**config.mk**
```make
export PLATFORM = sky130hd
export DESIGN_NAME = byte_store_serializer
export DESIGN_NICKNAME = d
export VERILOG_FILES = /design/src/rtl/byte_store_serializer.sv
export SDC_FILE = /design/constraint.sdc
export NUM_CORES = 1
export LEC_CHECK = 0
export ABC_AREA = 1
export BUFFER_PORTS_ARGS = -buffer_cell sky130_fd_sc_hd__buf_2
export CAP_MARGIN = 5
export CORE_MARGIN = 2
export CORE_UTILIZATION = 40
export DETAILED_ROUTE_END_ITERATION = 10
export PLACE_DENSITY = 0.68
export SLEW_MARGIN = 0
export SYNTH_ARGS = -nofsm -noshare
export SYNTH_HDL_FRONTEND = slang
export SYNTH_SLANG_ARGS = --single-unit
```
**constraint.sdc**
```tcl
create_clock -name Clock -period 1.6 [get_ports Clock]
set_input_delay 0.16 -clock Clock [delete_from_list [all_inputs] [get_ports Clock]]
set_output_delay 0.16 -clock Clock [all_outputs]
set_load 0.05 [all_outputs]
```
**src/rtl/byte_store_serializer.sv**
```systemverilog
// Little-endian store of a 32-bit value to a byte-wide memory port as 1, 2 or 4
// consecutive byte writes. Every output is driven directly from a flop.
module byte_store_serializer #(
    parameter int ADDR_WIDTH = 16,
    parameter int DATA_WIDTH = 32
) (
    input  logic                  Clock,
    input  logic                  Reset,
    input  logic                  Start,
    input  logic [1:0]            Size,
    input  logic [DATA_WIDTH-1:0] Data,
    input  logic [ADDR_WIDTH-1:0] BaseAddress,
    input  logic                  Stall,
    output logic [ADDR_WIDTH-1:0] MemAddress,
    output logic [7:0]            MemData,
    output logic                  MemCS,
    output logic                  MemWR,
    output logic                  Busy,
    output logic                  Done
);

    localparam logic ST_IDLE  = 1'b0;
    localparam logic ST_WRITE = 1'b1;

    logic                  state_q,     state_d;
    logic [ADDR_WIDTH-1:0] addr_q,      addr_d;
    logic [7:0]            byte_q,      byte_d;
    logic                  cs_n_q,      cs_n_d;
    logic                  wr_q,        wr_d;
    logic                  busy_q,      busy_d;
    logic                  done_q,      done_d;
    logic [2:0]            remaining_q, remaining_d;
    logic [DATA_WIDTH-1:0] data_q,      data_d;

    always_comb begin
        // NOTE: every _d starts from its held value so no path through the case
        // leaves a signal unassigned, which would otherwise infer a latch.
        state_d     = state_q;
        addr_d      = addr_q;
        byte_d      = byte_q;
        cs_n_d      = cs_n_q;
        wr_d        = wr_q;
        busy_d      = busy_q;
        done_d      = 1'b0;
        remaining_d = remaining_q;
        data_d      = data_q;

        case (state_q)
            ST_IDLE: begin
                if (Start) begin
                    data_d  = Data;
                    addr_d  = BaseAddress;
                    byte_d  = Data[7:0];
                    cs_n_d  = 1'b0;
                    wr_d    = 1'b1;
                    busy_d  = 1'b1;
                    state_d = ST_WRITE;
                    case (Size)
                        2'b00:   remaining_d = 3'd1;
                        2'b01:   remaining_d = 3'd2;
                        default: remaining_d = 3'd4;
                    endcase
                end
            end
            ST_WRITE: begin
                if (!Stall) begin
                    if (remaining_q == 3'd1) begin
                        cs_n_d      = 1'b1;
                        wr_d        = 1'b0;
                        busy_d      = 1'b0;
                        done_d      = 1'b1;
                        remaining_d = 3'd0;
                        state_d     = ST_IDLE;
                    end else begin
                        // The latch shifts down so the next byte is always at [15:8].
                        addr_d      = addr_q + ADDR_WIDTH'(1);
                        byte_d      = data_q[15:8];
                        data_d      = data_q >> 8;
                        remaining_d = remaining_q - 3'd1;
                    end
                end
            end
            default: state_d = ST_IDLE;
        endcase
    end

    always_ff @(posedge Clock) begin
        if (!Reset) begin
            // NOTE: the data latch is reset too; it is a handful of flops, not a
            // memory array, and a known value keeps MemData deterministic.
            state_q     <= ST_IDLE;
            addr_q      <= '0;
            byte_q      <= '0;
            cs_n_q      <= 1'b1;
            wr_q        <= 1'b0;
            busy_q      <= 1'b0;
            done_q      <= 1'b0;
            remaining_q <= '0;
            data_q      <= '0;
        end else begin
            // NOTE: non-blocking assignments so every flop samples pre-edge values.
            state_q     <= state_d;
            addr_q      <= addr_d;
            byte_q      <= byte_d;
            cs_n_q      <= cs_n_d;
            wr_q        <= wr_d;
            busy_q      <= busy_d;
            done_q      <= done_d;
            remaining_q <= remaining_d;
            data_q      <= data_d;
        end
    end

    assign MemAddress = addr_q;
    assign MemData    = byte_q;
    assign MemCS      = cs_n_q;
    assign MemWR      = wr_q;
    assign Busy       = busy_q;
    assign Done       = done_q;

endmodule
```
==> summary.txt, run 1 <==
Outcome
  • Status: completed

Die
  • Starting density of the core: a little over 40%
  • CORE AREA: ~6800 sq um
  • Num rows: 30
  • Die ar.: between 7000 and 8000 sq um
  • Io pins: 82
  • Die Wd: 87.1 um
  • Die Height: ~87 um

Timing
  • Final Max Tran Viols: 0
  • Final Skew: about 0.0088 ns
  • Slew headroom: just under 70%
  • Crit share post-route: between 90% and 100%
  • Final WS setup: slightly below 0.06 ns
  • Final setup viols: 0
  • Setup_tns: 0 ns
  • RSZ-0062 raised after global routing: true
  • Worst-Margin Slew: approximately 0.47 ns
  • Tmin final: 1.54 ns
  • Hold Fails Final Rpt: 0
  • Maximum clock frequency: approximately 650 MHz
  • Hold WS: about 0.087 ns

Setup path
  • Arr. time, crit path: roughly 1.8 ns
  • Crit path top cell by count: inv_1
  • CP max stage cell: dfxtp_2
  • Worst EP required: between 1.5 and 2 ns
  • Crit path kind: flip-flop to flip-flop
  • Worst path cell trace: inv_1 > ha_1 > inv_1 > nor2_2 > a21oi_4 > buf_12 > buf_6 > clkbuf_16 > o21ai_0 > nor2_1
  • Critical path startpoint category: flip-flop
  • Crit end category: flip-flop
  • R2r setup slk: between 0.05 and 0.06 ns
  • Critical path's largest stage delay: around 0.33 ns
  • Critical Path Fanout Max: 15

Power and ir drop
  • Leakage power: approximately 1.6 nW
  • PwrDens: about 1100 nW/um^2
  • Max VDD drop: between 0.4 and 0.5 mV

Clocking
  • Clk slew on worst S/H paths: approximately 0.11 ns
  • H-tree depth: 2
  • Hold_buf cts: 0
  • Clk Latency, worst-skew pair: just over 0.3 ns
  • # clock sinks: between 50 and 60
  • Max clock buf depth: 2
  • CTS root buffer: clkbuf_8
  • TritonCTS buffer count: 5
  • CTS tree: yes

Cells and area
  • Cell area after layout: around 3500 sq um
  • Area Overhead vs Synth: 25.4%
  • Final nets: approximately 540
  • Final non-filler cell total: approximately 570
  • FILL cells: ~680
  • Fraction of layout cells with a size suffix above 1: 24.9%
  • Ant. Diodes: 0

Placement
  • HPWL after detailed placement: 4910 um
  • Post-place instance area: around 3200 sq um
  • Worst slack, placed: between 0.08 and 0.09 ns
  • IO Port Bufs: about 80
  • Placer's final routability congestion estimate: 0.889
  • Inst Count DP: approximately 550

Global routing
  • Met2 usage in global routing: 28.7%
  • First-pass GRT wire length: about 11000 um
  • Largest net degree at the start of global routing: 35
  • Met3 Track Usage GR: under 10%
  • Vias in the first global route: 2472
  • Initial antenna violation count: 0
  • Most Crowded Layer GR: met2
  • Grt ovf: 0
  • Met1 Track Usage GR: 25.8%
  • GRT Overall Usage: 18.3%

Synthesis
  • Synth cell types: 28
  • Top cell type by total area after synthesis: dfxtp_1
  • Synth Area in XOR/XNOR: 0.317%
  • Sequential element share of the synthesized area: between 30% and 40%
  • Mapped Cells: between 400 and 500
  • #FFs+latches synth: between 50 and 60
  • Post-synthesis mux area share: 0%
  • Syn_area_per_cell: between 6 and 7 sq um
  • Synth area leaders: dfxtp_1, nand2_1, a31oi_1, o21ai_0, nor2_1
  • Compound-Gate Fraction of Synth Area: between 20% and 30%
  • Largest family of logic cells by synthesized area: simple AND/OR/NAND/NOR gates
  • Yosys Warn Count: 0
  • Simple-Gate Fraction of Synth Area: between 20% and 30%
  • Post-Synth Adder-Cell Area: under 10%
  • Mapped Area: 2760 sq um
  • Yosys top cell area share: between 30 and 40%
  • Post-Syn Nets: around 470

Routing
  • Iter 0 DRT Violations: around 200
  • First-pass DRT Iterations: 4
  • # DRC: 0
  • Total number of vias: 2884
  • Avg Vias per Cell: around 5.1
  • DRT antenna net count: 0
  • Final wirelength: between 7000 and 8000 um
  • WL/cell: roughly 13 um

Job
  • Max-Cap Viols: 0

Min path
  • Worst Hold Class: input port to flip-flop
worst paths after layout:
kind / start / end / depth (start not counted)
setup / recovery: remaining_q[1] / MemAddress[0] / 10
hold / removal: Data[28] / data_q[28] / 3
setup reg to reg: remaining_q[1] / MemAddress[0] / 10
hold reg to reg: data_q[24] / data_q[24] / 2
sequential cells by signal, summed over array words and instances, names as in the netlist:
register / flops
data_q: 25
state_q: 1
Done: 1
remaining_q: 3
Busy: 1
MemAddress: 16
MemData: 7
MemCS: 1
cells by family after synthesis:
logic type | after synthesis
AND/OR/NAND/NOR | 185
AO/OA/AOI/OAI | 106
buffers and inverters | 58
flip-flops | 55
adder cells (fa/ha/maj) | 3
XOR/XNOR | 1
per-layer routing:
layer / wire (um) / vias up
met2: 3360 / 101
met3: 531 / 11
met5: 0 / -
met1: 3310 / 1282
met4: 126 / 0
li1: - / 1490
layout by cell type, fill, tap and decap left out, types with 6 or more instances in the layout:
cell type	netlist	layout
nor2_1	37	36
nand3_1	14	14
nand2_1	127	127
o21ai_1	19	23
a31oi_1	26	26
buf_2	7	81
clkbuf_8	0	6
inv_1	24	24
buf_4	9	10
o21ai_0	29	25
dfxtp_1	55	51
a21oi_1	26	26
where the power goes:
group	internal (W)	switching [W]
Sequential	0.00154	0.000121
Clock	0.000366	0.000493
Combinational	0.000452	0.000790
cell type report:
class | count | area, sq um | area share [%]
inverters | 26 | 100 | 2.89
flip-flops and latches | 55 | 1110 | 31.9
well taps | 80 | 100 | 2.89
multi-input cells | 295 | 1370 | 39.5
clock buffers | 6 | 82.6 | 2.38
clock inverters | 2 | 20.0 | 0.578
repair buffers | 101 | 686 | 19.8
metrics by stage:
stage | power [W] | utilization (%)
after floorplan | 0.00253 | -
after global placement | 0.00276 | 47.1
after detailed placement | 0.00277 | 47.1
after CTS | 0.00363 | 48.7
after global routing | 0.00398 | 51.3
final | 0.00376 | 51.3
what timing repair did:
action	4_1_cts	5_1_grt
buffers inserted	0	5
resized for setup	0	15
endpoints found under the setup margin	0	28
critical path, delay by kind of cell (launching register included):
kind / cells / cell delay (ns)
simple gates: 2 / 0.20
flops: 1 / 0.33
compound gates: 2 / 0.25
fa+ha+maj: 1 / 0.14
buf+inv: 5 / 0.54
Yosys cell counts, drive strengths merged:
master and n:
nand2 127, ha 3, clkbuf 11, inv 26
nor3 2, nand4 2, a211oi 1, nor2 38
a31oi 26, a221oi 1, xor2 1, o22ai 1
nand3b 1, or2 1, o31ai 1, buf 21
nand3 14, o21ai 49, dfxtp 55, a21oi 27
Note: power is estimated with default switching activity, not from simulation.
==> inputs of run 2 (changes only) <==
- CORE_UTILIZATION: 40 -> 51
- PLACE_DENSITY: 0.68 -> 0.83
==> run 2 against run 1 <==
Effect of this change: global-route usage is 4.5 points higher; clock power decreased by 0.6%; die area shrank 21%; non-clock buffer count is 4 lower; first-iteration DRC count fell by 5.1%; critical endpoint is now data_q[11]; highest routed layer unchanged.
==> summary.txt, run 2 (same netlist as run 1, synthesis figures left out) <==
Cells and area
  • Area Overhead vs Synth: 19.8%
  • Final nets: between 500 and 600
  • Max FFs per register: 25
  • Commonest non-fill, non-tap cell in the layout: nand2_1
  • Leading cell types in the layout, fill and taps excluded: nand2_1, buf_2, dfxtp_1
  • Top reg by flops: data_q
  • Fraction of layout cells with a size suffix above 1: about a quarter
  • Ant. Diodes: 0

Routing
  • # DRC: 0
  • WL/cell: approximately 13 um
  • First-pass DRT Iterations: 5
  • Final wirelength: 6920 um
  • Avg Vias per Cell: 5.26
  • DRT antenna net count: 0
  • Iter 0 DRT Violations: between 150 and 200
  • Total number of vias: between 2000 and 3000

Placement
  • HPWL after detailed placement: around 4900 um
  • Placer's final routability congestion estimate: between 0.8 and 0.9
  • IO Port Bufs: slightly above 80

Die
  • Die ar.: 6020 sq um
  • CORE AREA: 5170 sq um
  • Num rows: 26
  • Die Height: 77.6 um
  • Die Wd: 77.6 um
  • Io pins: 82
  • Starting density of the core: ~53%

Clocking
  • H-tree depth: 2
  • TritonCTS buffer count: 5
  • CTS root buffer: clkbuf_8
  • Clk Latency, worst-skew pair: between 0.3 and 0.4 ns
  • # clock sinks: between 50 and 60
  • Clk slew on worst S/H paths: roughly 0.11 ns
  • Hold_buf cts: 0
  • Max clock buf depth: 2
  • CTS tree: yes

Timing
  • Final Skew: about 0.0087 ns
  • Slew headroom: 74.2%
  • Setup_tns: 0 ns
  • Hold Fails Final Rpt: 0
  • Final Max Tran Viols: 0
  • Tmin final: about 1.5 ns
  • Worst-Margin Slew: slightly below 0.4 ns
  • Hold WS: approximately 0.083 ns
  • RSZ-0062 raised after global routing: true
  • Crit share post-route: a little over nine tenths
  • Final setup viols: 0
  • Maximum clock frequency: about 660 MHz

Min path
  • Hold Startpoint: Data[24]
  • Worst Hold Class: input port to flip-flop

Setup path
  • Crit path kind: flip-flop to flip-flop
  • Critical path startpoint category: flip-flop
  • R2r setup slk: 0.08 ns
  • Crit path from: remaining_q[1]
  • Worst path cell trace: inv_1 > ha_1 > inv_1 > nor2_2 > a21oi_4 > buf_4 > o21ai_0 > a31oi_1
  • R2R cell count: 8
  • CP max stage cell: dfxtp_2
  • Worst reg2reg path endpoint: data_q[11]
  • Arr. time, crit path: about 1.8 ns
  • Critical Path Fanout Max: 24
  • Crit path top cell by count: inv_1
  • Critical path's largest stage delay: between 0.3 and 0.4 ns
  • Worst EP required: between 1.5 and 2 ns
  • CP Capture Point: data_q[11]
  • Crit end category: flip-flop
  • Reg2reg start: remaining_q[1]

Global routing
  • GRT Overall Usage: between 20% and 30%
  • Largest net degree at the start of global routing: 33
  • Grt ovf: 0
  • Vias in the first global route: approximately 2700
  • Initial antenna violation count: 0
  • First-pass GRT wire length: about 11000 um

Power and ir drop
  • PwrDens: 1100 nW/um^2
  • Leakage power: between 1.5 and 2 nW
  • Max VDD drop: 0.495 mV

Outcome
  • Status: completed

Job
  • Max-Cap Viols: 0
## run 2: cell count changes in the layout (fill, tap and decap cells not counted), sizes merged
cell / change
clkinv: -1
clkbuf: -3
inv: +1
buf: -1
## run 2: layout make-up
class                   count  area (sq um)
fillers                   487          1860
multi-input cells         295          1380
flip-flops and latches     55          1110
repair buffers             97           538
inverters                  26          97.6
well taps                  70          87.6
clock buffers               6          82.6
clock inverters             2          17.5
## run 2: power by group
group | total (W) | leakage [nW] | switching, W | internal [W]
registers | 0.00166 | 0.456 | 0.000126 | 0.00154
clock network | 0.000854 | 0.0522 | 0.000491 | 0.000364
logic | 0.00112 | 0.996 | 0.000759 | 0.000359
## run 2: worst min-delay path by stage
stage,cells past startpoint,to
global route,3,data_q[24]
detailed placement,3,data_q[26]
finish,3,data_q[24]
global placement,3,data_q[26]
CTS,3,data_q[24]
floorplan,2,data_q[10]
## run 2: repair_timing
action | CTS | global route
gates resized for setup | 0 | 7
setup buffers | 0 | 2
setup endpoints to repair | 0 | 37
## run 2: worst max-delay path, delay by kind of cell (launching register included)
family                   cells  cell delay [ns]
AND/OR/NAND/NOR              1             0.05
buffers and inverters        3             0.39
AO/OA/AOI/OAI                3             0.52
flip-flops                   1             0.33
adder cells (fa/ha/maj)      1             0.17
## run 2: per-layer routing
| metal | share of wire [%] | vias up | global-route usage (%) |
|---|---|---|---|
| li1 | - | 1480 | - |
| met1 | 45 | 1297 | 28.1 |
| met2 | 48 | 110 | 40.3 |
| met3 | 5.8 | 9 | 3.84 |
| met4 | 1.4 | 0 | 7.32 |
| met5 | 0 | - | 0 |
## run 2: through the flow
stage / power [W] / instance area [sq um] / setup WS (ns) / util, % / std cells
after global routing: 0.00381 / 3310 / -0.0135 / 64.0 / 551
after global placement: 0.00274 / 3180 / 0.125 / 61.4 / 541
after detailed placement: 0.00277 / 3180 / 0.0200 / 61.4 / 541
after floorplan: 0.00253 / 2770 / 0.0733 / - / 408
final: 0.00363 / 3310 / 0.0810 / 64.0 / 551
after CTS: 0.00361 / 3280 / 0.00517 / 63.3 / 549
